$ cat src/rtl/hazard_ctrl.sv
// Pipeline hazard unit: operand forwarding, load-use stall, branch flush and memory-wait FSM.
// Optional stalled-cycle performance counter enabled by defining HAZARD_PERF_EN.
module hazard_ctrl #(
    parameter int ADDRESS_WIDTH = 5,
    parameter int DATA_WIDTH    = 32,
    parameter int MEM_TIMEOUT   = 16
) (
    input  logic                     CLK,
    input  logic                     RST,
    input  logic [ADDRESS_WIDTH-1:0] Rs1D,
    input  logic [ADDRESS_WIDTH-1:0] Rs2D,
    input  logic [ADDRESS_WIDTH-1:0] Rs1E,
    input  logic [ADDRESS_WIDTH-1:0] Rs2E,
    input  logic [ADDRESS_WIDTH-1:0] RdE,
    input  logic [ADDRESS_WIDTH-1:0] RdM,
    input  logic [ADDRESS_WIDTH-1:0] RdW,
    input  logic                     RegWriteM,
    input  logic                     RegWriteW,
    input  logic [1:0]               ResultSrcE,
    input  logic                     PCSrcE,
    input  logic                     MemReqM,
    input  logic                     MemReadyM,
    output logic                     StallF,
    output logic                     StallD,
    output logic                     StallE,
    output logic                     StallM,
    output logic                     FlushD,
    output logic                     FlushE,
    output logic                     FlushW,
    output logic [1:0]               ForwardAE,
    output logic [1:0]               ForwardBE,
    output logic                     MemErr,
    output logic [DATA_WIDTH-1:0]    StallCycles
);

    localparam int WCNT_W = $clog2(MEM_TIMEOUT + 1);

    typedef enum logic [1:0] {RUN, WAIT, ERR} state_t;

    state_t            state;
    logic [WCNT_W-1:0] wcnt;
    logic              mem_err;
    logic              lw_stall;
    logic              mem_stall;

    function automatic logic [1:0] fwd_sel(input logic [ADDRESS_WIDTH-1:0] rs);
        if (RegWriteM && RdM != '0 && RdM == rs)      return 2'b10;
        else if (RegWriteW && RdW != '0 && RdW == rs) return 2'b01;
        else                                          return 2'b00;
    endfunction

    assign ForwardAE = fwd_sel(Rs1E);
    assign ForwardBE = fwd_sel(Rs2E);

    assign lw_stall = (ResultSrcE == 2'b01) && (RdE != '0) && ((RdE == Rs1D) || (RdE == Rs2D));

    // Reset masks the ERR state so outputs behave as if already back in RUN.
    assign mem_stall = (MemReqM && !MemReadyM) || (!RST && state == ERR);

    // Holding E/M keeps the load-use and branch inputs alive, so they reappear after the stall.
    always_comb begin
        StallF = 1'b0;
        StallD = 1'b0;
        StallE = 1'b0;
        StallM = 1'b0;
        FlushD = 1'b0;
        FlushE = 1'b0;
        FlushW = 1'b0;
        if (mem_stall) begin
            StallF = 1'b1;
            StallD = 1'b1;
            StallE = 1'b1;
            StallM = 1'b1;
            FlushW = 1'b1;
        end else begin
            StallF = lw_stall;
            StallD = lw_stall;
            FlushE = lw_stall | PCSrcE;
            FlushD = PCSrcE;
        end
    end

    always_ff @(posedge CLK) begin
        if (RST) begin
            state   <= RUN;
            wcnt    <= '0;
            mem_err <= 1'b0;
        end else begin
            case (state)
                RUN: begin
                    if (MemReqM && !MemReadyM) begin
                        state <= WAIT;
                        wcnt  <= WCNT_W'(1);
                    end
                end
                WAIT: begin
                    if (MemReadyM) begin
                        state <= RUN;
                    end else if (wcnt == WCNT_W'(MEM_TIMEOUT)) begin
                        state   <= ERR;
                        mem_err <= 1'b1;
                    end else begin
                        wcnt <= wcnt + 1'b1;
                    end
                end
                ERR:     mem_err <= 1'b1;
                default: state   <= RUN;
            endcase
        end
    end

    assign MemErr = mem_err;

`ifdef HAZARD_PERF_EN
    logic [DATA_WIDTH-1:0] stall_cnt;

    always_ff @(posedge CLK) begin
        if (RST)         stall_cnt <= '0;
        else if (StallF) stall_cnt <= stall_cnt + 1'b1;
    end

    assign StallCycles = stall_cnt;
`else
    assign StallCycles = '0;
`endif

endmodule

$ cat config.mk
export PLATFORM = sky130hd
export DESIGN_NAME = hazard_ctrl
export DESIGN_NICKNAME = d
export VERILOG_FILES = /design/src/rtl/hazard_ctrl.sv
export SDC_FILE = /design/constraint.sdc
export NUM_CORES = 1
export LEC_CHECK = 0
export ABC_AREA = 1
export BUFFER_PORTS_ARGS = -buffer_cell sky130_fd_sc_hd__buf_2
export CAP_MARGIN = 20
export CORE_UTILIZATION = 35
export CTS_CLUSTER_DIAMETER = 50
export DETAILED_ROUTE_END_ITERATION = 12
export GPL_ROUTABILITY_DRIVEN = 0
export PLACE_DENSITY = 0.71
export SLEW_MARGIN = 20
export SYNTH_ARGS = -nofsm -noshare
export SYNTH_HDL_FRONTEND = slang
export SYNTH_SLANG_ARGS = --single-unit
export TNS_END_PERCENT = 10
$ cat constraint.sdc
create_clock -name CLK -period 1.6 [get_ports CLK]
set_input_delay 0.24 -clock CLK [delete_from_list [all_inputs] [get_ports CLK]]
set_output_delay 0.24 -clock CLK [all_outputs]
set_load 0.01 [all_outputs]
# == Word level (Yosys, flattened, before mapping) ==
# Cells that the tools add are included.
# op_classes
n_mux,19
reduce_logical,23
bitwise,2
eq_ne,15
n_addsub,1
# op_table
operator,count
$eq A5 B5 Y1,6
$mux W5,3
$reduce_bool A5 Y1,3
$logic_and A1 B1 Y1,10
$mux W2,5
$pmux W5 S2,1
$mux W1,8
$ne A2 B2 Y1 const B,4
$pmux W2 S3,1
$reduce_and A3 Y1,2
$add A5 B1 Y5 const B,1
$eq A5 B5 Y1 const B,1
$eq A2 B1 Y1 const B,2
$reduce_and A4 Y1,1
$reduce_bool A2 Y1,2
$ne A3 B3 Y1 const B,1
$eq A2 B2 Y1 const B,1
$logic_not A1 Y1,2
$logic_not A2 Y1,1
$logic_or A1 B1 Y1,2
$pmux W1 S2,1
$not A1 Y1,1
$or A1 B1 Y1,1
# word_totals
register_bits,8
word_cells,63
in_bits,44
output_inout_bits,44

# == Logic depth before layout (Yosys ltp) ==
# Gate-level depths: netlist of run 1.
# depth
word_depth,5
mapped_depth,9
ltp_nobuf,8

# == Worst setup path after synthesis of run 1 ==
# Ideal clock, no wire load.
# synth_path
kind,register to output
from,register state[1]
to,output port StallF
slack_ns,0.301
stages_incl_launch_ff,8
n_path_buf,1
arrival_ns,1.059
t_required_ns,1.360
cell_sequence,dfxtp_1 -> inv_1 -> nor2_1 -> nand2_1 -> nand2_1 -> inv_1 -> nand2_1 -> buf_4
# synth_between
elab_chain_cells,4
# synth_lines
item,line,source
"start, declared",40,state_t state;
"start signal, assigned",85,state <= RUN;
"start signal, assigned",92,state <= WAIT;
"start signal, assigned",98,state <= RUN;
$eq A2 B2 Y1,58,assign mem_stall = (MemReqM && !MemReadyM) || (!RST && state == ERR);
$logic_and A1 B1 Y1,58,
$logic_or A1 B1 Y1,58,
$mux W1,-,
"end, declared",23,"output logic StallF,"
# No other way between the ends.

# == Worst setup path in the final report of run 1 ==
# layout_path
from,register state[1]
to,output port FlushE
# layout_between
elab_chain_cells,4
# layout_lines
item,line,source
$eq A2 B2 Y1,58,
$logic_and A1 B1 Y1,58,
$logic_or A1 B1 Y1,58,
$mux W1,69,if (mem_stall) begin
"end, declared",28,"output logic FlushE,"
# No other way between the ends.

==> results by group, run 1 <==
Final layout
  – Commonest cells after routing, fill and taps aside: buf_2, nand2_1, conb_1
  – Non-Filler Instances: 295
  – Final Net Count: around 300
  – Share of layout cells above drive strength 1: between 20 and 30%
  – Ant. Diodes: 0
  – Area grow syn2layout: 17.7%
  – Commonest non-fill, non-tap cell in the layout: buf_2

Die
  – Die height: slightly above 60 um
  – IO Count: between 80 and 90
  – Row Count: 21
  – Core box area: 3340 um2
  – Die Width: roughly 61 um
  – Initial Utilization: a little over a third
  – Die area: approximately 3700 um2

Clock network
  – Worst-Skew Late Latency: between 0.2 and 0.3 ns
  – Hold Buf Count CTS: 0
  – Clock root cell: clkbuf_4
  – H-tree Lvls: 1
  – Clock Sinks: 8
  – Cts repair resizes: 0
  – Clock slew seen by the registers of the worst setup and hold paths: 0.05 ns
  – CTS tree: built
  – Longest Clk Path Bufs: 2
  – Post-CTS setup buffers: 0
  – CTS buffer count: 3

Setup path
  – Crit path kind: flop to primary output
  – CP top delay family: simple AND/OR/NAND/NOR gates
  – Delay of the slowest cell on the worst path: around 0.35 ns
  – CP max-delay cell: dfxtp_2
  – Worst Reg2Reg Path Length in Cells: 8
  – Reg2reg end: wcnt[4]$_SDFFE_PP0P_
  – Critical-path cell list: inv_1 -> nor2_2 -> nand2_1 -> nand2_2 -> inv_1 -> nand3_1 -> nand2_1 -> buf_2
  – Crit path buf inv count: 3
  – Crit-path max FO: 4
  – Crit path depth: 8
  – CP Capture Type: primary output
  – R2r setup slk: about 0.36 ns
  – Launch point of the worst path: state[1]$_SDFFE_PP0P_
  – Worst r2r src: wcnt[0]$_SDFFE_PP0P_
  – Crit path arrival time: approximately 1.2 ns
  – Worst setup SP type: flop
  – Worst Setup EP: FlushE
  – Req. time, crit path: about 1.4 ns

Placement
  – Cell count after placement: about 300
  – Port buffer count: 55
  – DP HPWL: 2080 um
  – Pre-CTS WS: approximately 0.29 ns

Detailed routing
  – Final antenna-violating net count: 0
  – Vias per cell: 4.05
  – DRC: 0
  – First-pass detailed-route iteration total: 4
  – DR WL/cell: roughly 7.9 um
  – Initial DRC Count: 42
  – Routed via count: 1195
  – WL final: 2350 um

Timing
  – Max Clock Freq: between 0.6 and 0.7 GHz
  – Period utilization: 91.4%
  – RSZ-0062 raised after global routing: false
  – Final TNS setup: 0 ns
  – Final setup viols: 0
  – Fin crit period: approximately 1.5 ns
  – Final worst slack: 0.138 ns
  – Final hold violation count: 0
  – Final Max Tran Viols: 0
  – Hold WS: approximately 0.19 ns
  – Layout Skew: about 0.0046 ns

Min path
  – Worst hold path depth: 2
  – Startpoint of the worst hold path: RST
  – Worst hold path type: primary input to flop

Power and ir drop
  – Overall power: about 0.66 mW
  – Power per cell area: 457 nW/um2
  – Leakage: about 0.83 nW
  – Worst VDD drop: ~0.44 mV

Global routing
  – Largest net degree at the start of global routing: 8
  – GR Util All Layers: around an eighth
  – Global-route wire length before repair: roughly 3400 um
  – GRT overflow: 0
  – Vias in the first global route: ~910
  – Initial antenna violation count: 0

Run
  – Maxcap violations: 0

Yosys
  – Gate Count Post-Synth: 195
  – Post-synthesis cell area: about 1200 um2
  – Yosys reg bits: 8
  – Synth Warn #: 0
  – Register area share after synthesis: around an eighth
  – Synth unique cells: 23
  – Avg Cell Area, Syn: about 6.2 um2

Run status
  – Status: finished clean
==> where the power goes <==
group | switching (mW) | total (mW) | internal (mW)
clock network | 0.0655 | 0.151 | 0.0856
logic | 0.168 | 0.287 | 0.118
registers | 0.00902 | 0.217 | 0.208
==> how the worst min path moves through the flow <==
stage	endpoint	slack, ns
after global routing	state[1]$_SDFFE_PP0P_	0.18
after global placement	MemErr$_SDFFE_PP0P_	0.43
final	state[1]$_SDFFE_PP0P_	0.19
after detailed placement	MemErr$_SDFFE_PP0P_	0.44
after CTS	state[0]$_SDFFE_PP0P_	0.19
after floorplan	MemErr$_SDFFE_PP0P_	0.31
==> worst reg2reg max path, stage by stage, from the launching register on <==
cell	delay, ns
dfxtp_1	0.39
inv_1	0.06
ha_1	0.20
nand3_2	0.10
nand3_2	0.08
nand2_4	0.10
inv_2	0.06
nor2_1	0.08
nor2_1	0.05
==> sequential cells by signal, indices dropped and copies added, names as in the netlist <==
name	count
MemErr	1
state	2
wcnt	5
==> logic make-up after synthesis <==
group	Yosys count	share of synthesized area [%]
simple gates	90	33.4
buf+inv	61	29.6
xor+xnor	24	17.3
compound gates	9	4.21
flops	8	13.2
fa+ha+maj	2	2.06
other cells	1	0.308
==> per-stage QoR <==
step / area [um2] / util (%)
floorplan: 1330 / -
global placement: 1400 / 42.1
detailed placement: 1400 / 42.1
CTS: 1430 / 42.7
global route: 1430 / 42.9
finish: 1430 / 42.9
==> cell type report <==
class	count	area, um2
Timing Repair Buffer	55	275
Fill cell	368	1900
Tap cell	46	57.6
Sequential cell	8	161
Multi-Input combinational cell	157	818
Clock buffer	3	22.5
Inverter	26	97.6
==> per-layer routing <==
layer | track usage [%] | vias to the layer above | part of all wire [%]
met4 | 2.60 | 0 | 0
li1 | - | 636 | -
met5 | 0 | - | 0
met3 | 1.71 | 0 | 3.7
met2 | 22.3 | 38 | 53
met1 | 14.3 | 521 | 43
==> synthesized netlist by cell type <==
cell      number  area (um2)
nand2_1       40         150
xor2_1         9        78.8
a21oi_1        3        15.0
nor2_4         1        11.3
buf_4         35         263
nor3_2         2        20.0
nand3_1       10        50.1
o21ai_0        4        20.0
ha_1           2        25.0
dfxtp_1        8         160
conb_1         1        3.75
nor2_2         1        6.26
o21ai_2        1        8.76
nand2_4        1        11.3
nand3b_1       1        7.51
nor2_1        27         101
inv_2          1        3.75
nor3_1         2        10.0
nand4_1        3        18.8
xnor2_1       15         131
o21bai_1       1        7.51
nand3_2        2        20.0
inv_1         25        93.8
Note: power is estimated with default switching activity, not from simulation.
==> run 2: changes to the inputs <==
Settings changed: PLACE_DENSITY 0.71 to unset, PLACE_DENSITY_LB_ADDON set to 0.2.
==> run 2 against run 1 <==
Routed wire length grew 4.0%. Global-route usage grew 1.7 points. Final cell count grew 0.34%. Critical path depth is the same. Combinational power is essentially flat. Maximum frequency grew 2.1%. Clock-buffer cell count is the same. Clock skew grew 0.0035 ns. Largest power group unchanged. Highest routed layer is now met4.
==> results by group, run 2 (synthesis results as in run 1) <==
Die
  – Initial Utilization: around 36%
  – Core box area: approximately 3300 um2
  – Row Count: 21
  – Die area: 3720 um2
  – Die height: 61.0 um
  – Die Width: 61.0 um
  – IO Count: slightly below 90

Min path
  – Worst hold path type: primary input to flop
  – Startpoint of the worst hold path: RST
  – Worst hold path depth: 2
  – Endpoint, Worst Hold: state[0]$_SDFFE_PP0P_

Clock network
  – CTS tree: built
  – Clock Sinks: 8
  – Clock slew seen by the registers of the worst setup and hold paths: about 0.06 ns
  – Worst-Skew Late Latency: between 0.2 and 0.3 ns
  – H-tree Lvls: 1
  – CTS buffer count: 3
  – Clock root cell: clkbuf_4
  – Longest Clk Path Bufs: 2

Global routing
  – Largest net degree at the start of global routing: 8
  – Global-route wire length before repair: 3890 um
  – Vias in the first global route: slightly below 1000
  – GRT overflow: 0
  – Initial antenna violation count: 0
  – GR Util All Layers: 13.7%

Setup path
  – Critical-path cell list: inv_1 -> nor2_2 -> nand2_1 -> nand2_2 -> inv_1 -> nand3_1 -> nand2_1 -> buf_2
  – Reg2reg end: wcnt[4]$_SDFFE_PP0P_
  – Crit path buf inv count: 3
  – CP top delay family: simple AND/OR/NAND/NOR gates
  – CP max-delay cell: dfxtp_2
  – Worst Reg2Reg Path Length in Cells: 8
  – CP Capture Type: primary output
  – Crit path kind: flop to primary output
  – R2r setup slk: about 0.33 ns
  – Req. time, crit path: about 1.4 ns
  – Crit path arrival time: approximately 1.2 ns
  – Worst setup SP type: flop
  – Worst r2r src: wcnt[0]$_SDFFE_PP0P_
  – Crit-path max FO: 4
  – Delay of the slowest cell on the worst path: ~0.32 ns

Run
  – Maxcap violations: 0

Placement
  – DP HPWL: around 2100 um
  – Pre-CTS WS: just over 0.3 ns
  – Port buffer count: 55
  – Cell count after placement: roughly 290

Timing
  – Final TNS setup: 0 ns
  – Final setup viols: 0
  – RSZ-0062 raised after global routing: false
  – Final worst slack: roughly 0.17 ns
  – Max Clock Freq: ~0.70 GHz
  – Final Max Tran Viols: 0
  – Layout Skew: 0.00816 ns
  – Final hold violation count: 0
  – Fin crit period: roughly 1.4 ns
  – Period utilization: between 80% and 90%

Detailed routing
  – First-pass detailed-route iteration total: 4
  – Final antenna-violating net count: 0
  – Vias per cell: 4.03
  – DRC: 0
  – Initial DRC Count: 34
  – Routed via count: approximately 1200
  – DR WL/cell: a little over 8 um
  – WL final: roughly 2400 um

Run status
  – Status: finished clean

Final layout
  – Multi-input gate area: 818 um2
  – Ant. Diodes: 0
  – Fill cells: around 380
  – Largest reg by FF count: wcnt
  – Final Net Count: 298
  – Commonest cells after routing, fill and taps aside: buf_2, nand2_1, conb_1
  – FF/Latch Area: between 150 and 200 um2
  – Non-Filler Instances: just under 300
  – Largest register FFs: 5
  – Commonest non-fill, non-tap cell in the layout: buf_2
  – Area grow syn2layout: 18.3%
  – Share of layout cells above drive strength 1: around 28%

Power and ir drop
  – Leakage: around 0.83 nW
  – Power per cell area: roughly 460 nW/um2
  – Worst VDD drop: about 0.33 mV
-- run 2: timing repair --
action                                  4_1_cts  5_1_grt
buffers inserted                              0        1
hold buffers                                  0        0
resized for setup                             0        3
endpoints found under the setup margin        0        4
-- run 2: worst max-delay path by stage --
stage                                from      endpoint  slack [ns]  depth (start not counted)
floorplan           state[1]$_SDFFE_PP0P_        StallF        0.30                          7
global placement                   RdW[2]  ForwardAE[0]        0.30                          6
detailed placement  state[1]$_SDFFE_PP0P_        FlushE        0.30                          8
CTS                 state[1]$_SDFFE_PP0P_        FlushE        0.02                          8
global route        state[1]$_SDFFE_PP0P_        FlushE        0.03                          8
finish              state[1]$_SDFFE_PP0P_        FlushE        0.17                          8
-- run 2: layout make-up --
| class | instances | share of cell area, % |
|---|---|---|
| Multi-Input combinational cell | 157 | 56.8 |
| Timing Repair Buffer | 56 | 19.6 |
| Sequential cell | 8 | 11.2 |
| Inverter | 26 | 6.78 |
| Tap cell | 46 | 4.00 |
| Clock buffer | 3 | 1.56 |
-- run 2: per-stage QoR --
stage | cell area (um2) | power [mW] | utilization (%) | hold WS [ns]
after detailed placement | 1400 | 0.507 | 42.1 | 0.435
final | 1440 | 0.664 | 43.2 | 0.175
after floorplan | 1330 | 0.460 | - | 0.309
after CTS | 1430 | 0.669 | 42.7 | 0.172
after global placement | 1400 | 0.507 | 42.1 | 0.434
after global routing | 1440 | 0.725 | 43.2 | 0.179
-- run 2: metal layers --
metal / wire [um] / global-route usage (%) / vias to the layer above
li1: - / - / 638
met4: 29 / 4.87 / 0
met2: 1260 / 25.1 / 56
met3: 164 / 1.71 / 5
met5: 0 / 0 / -
met1: 989 / 16.2 / 494
-- run 2: where the power goes --
| group | switching [mW] | leakage (nW) | internal (mW) |
|---|---|---|---|
| clock | 0.0743 | 0.0138 | 0.0862 |
| sequential | 0.00924 | 0.0657 | 0.208 |
| combinational | 0.168 | 0.755 | 0.118 |
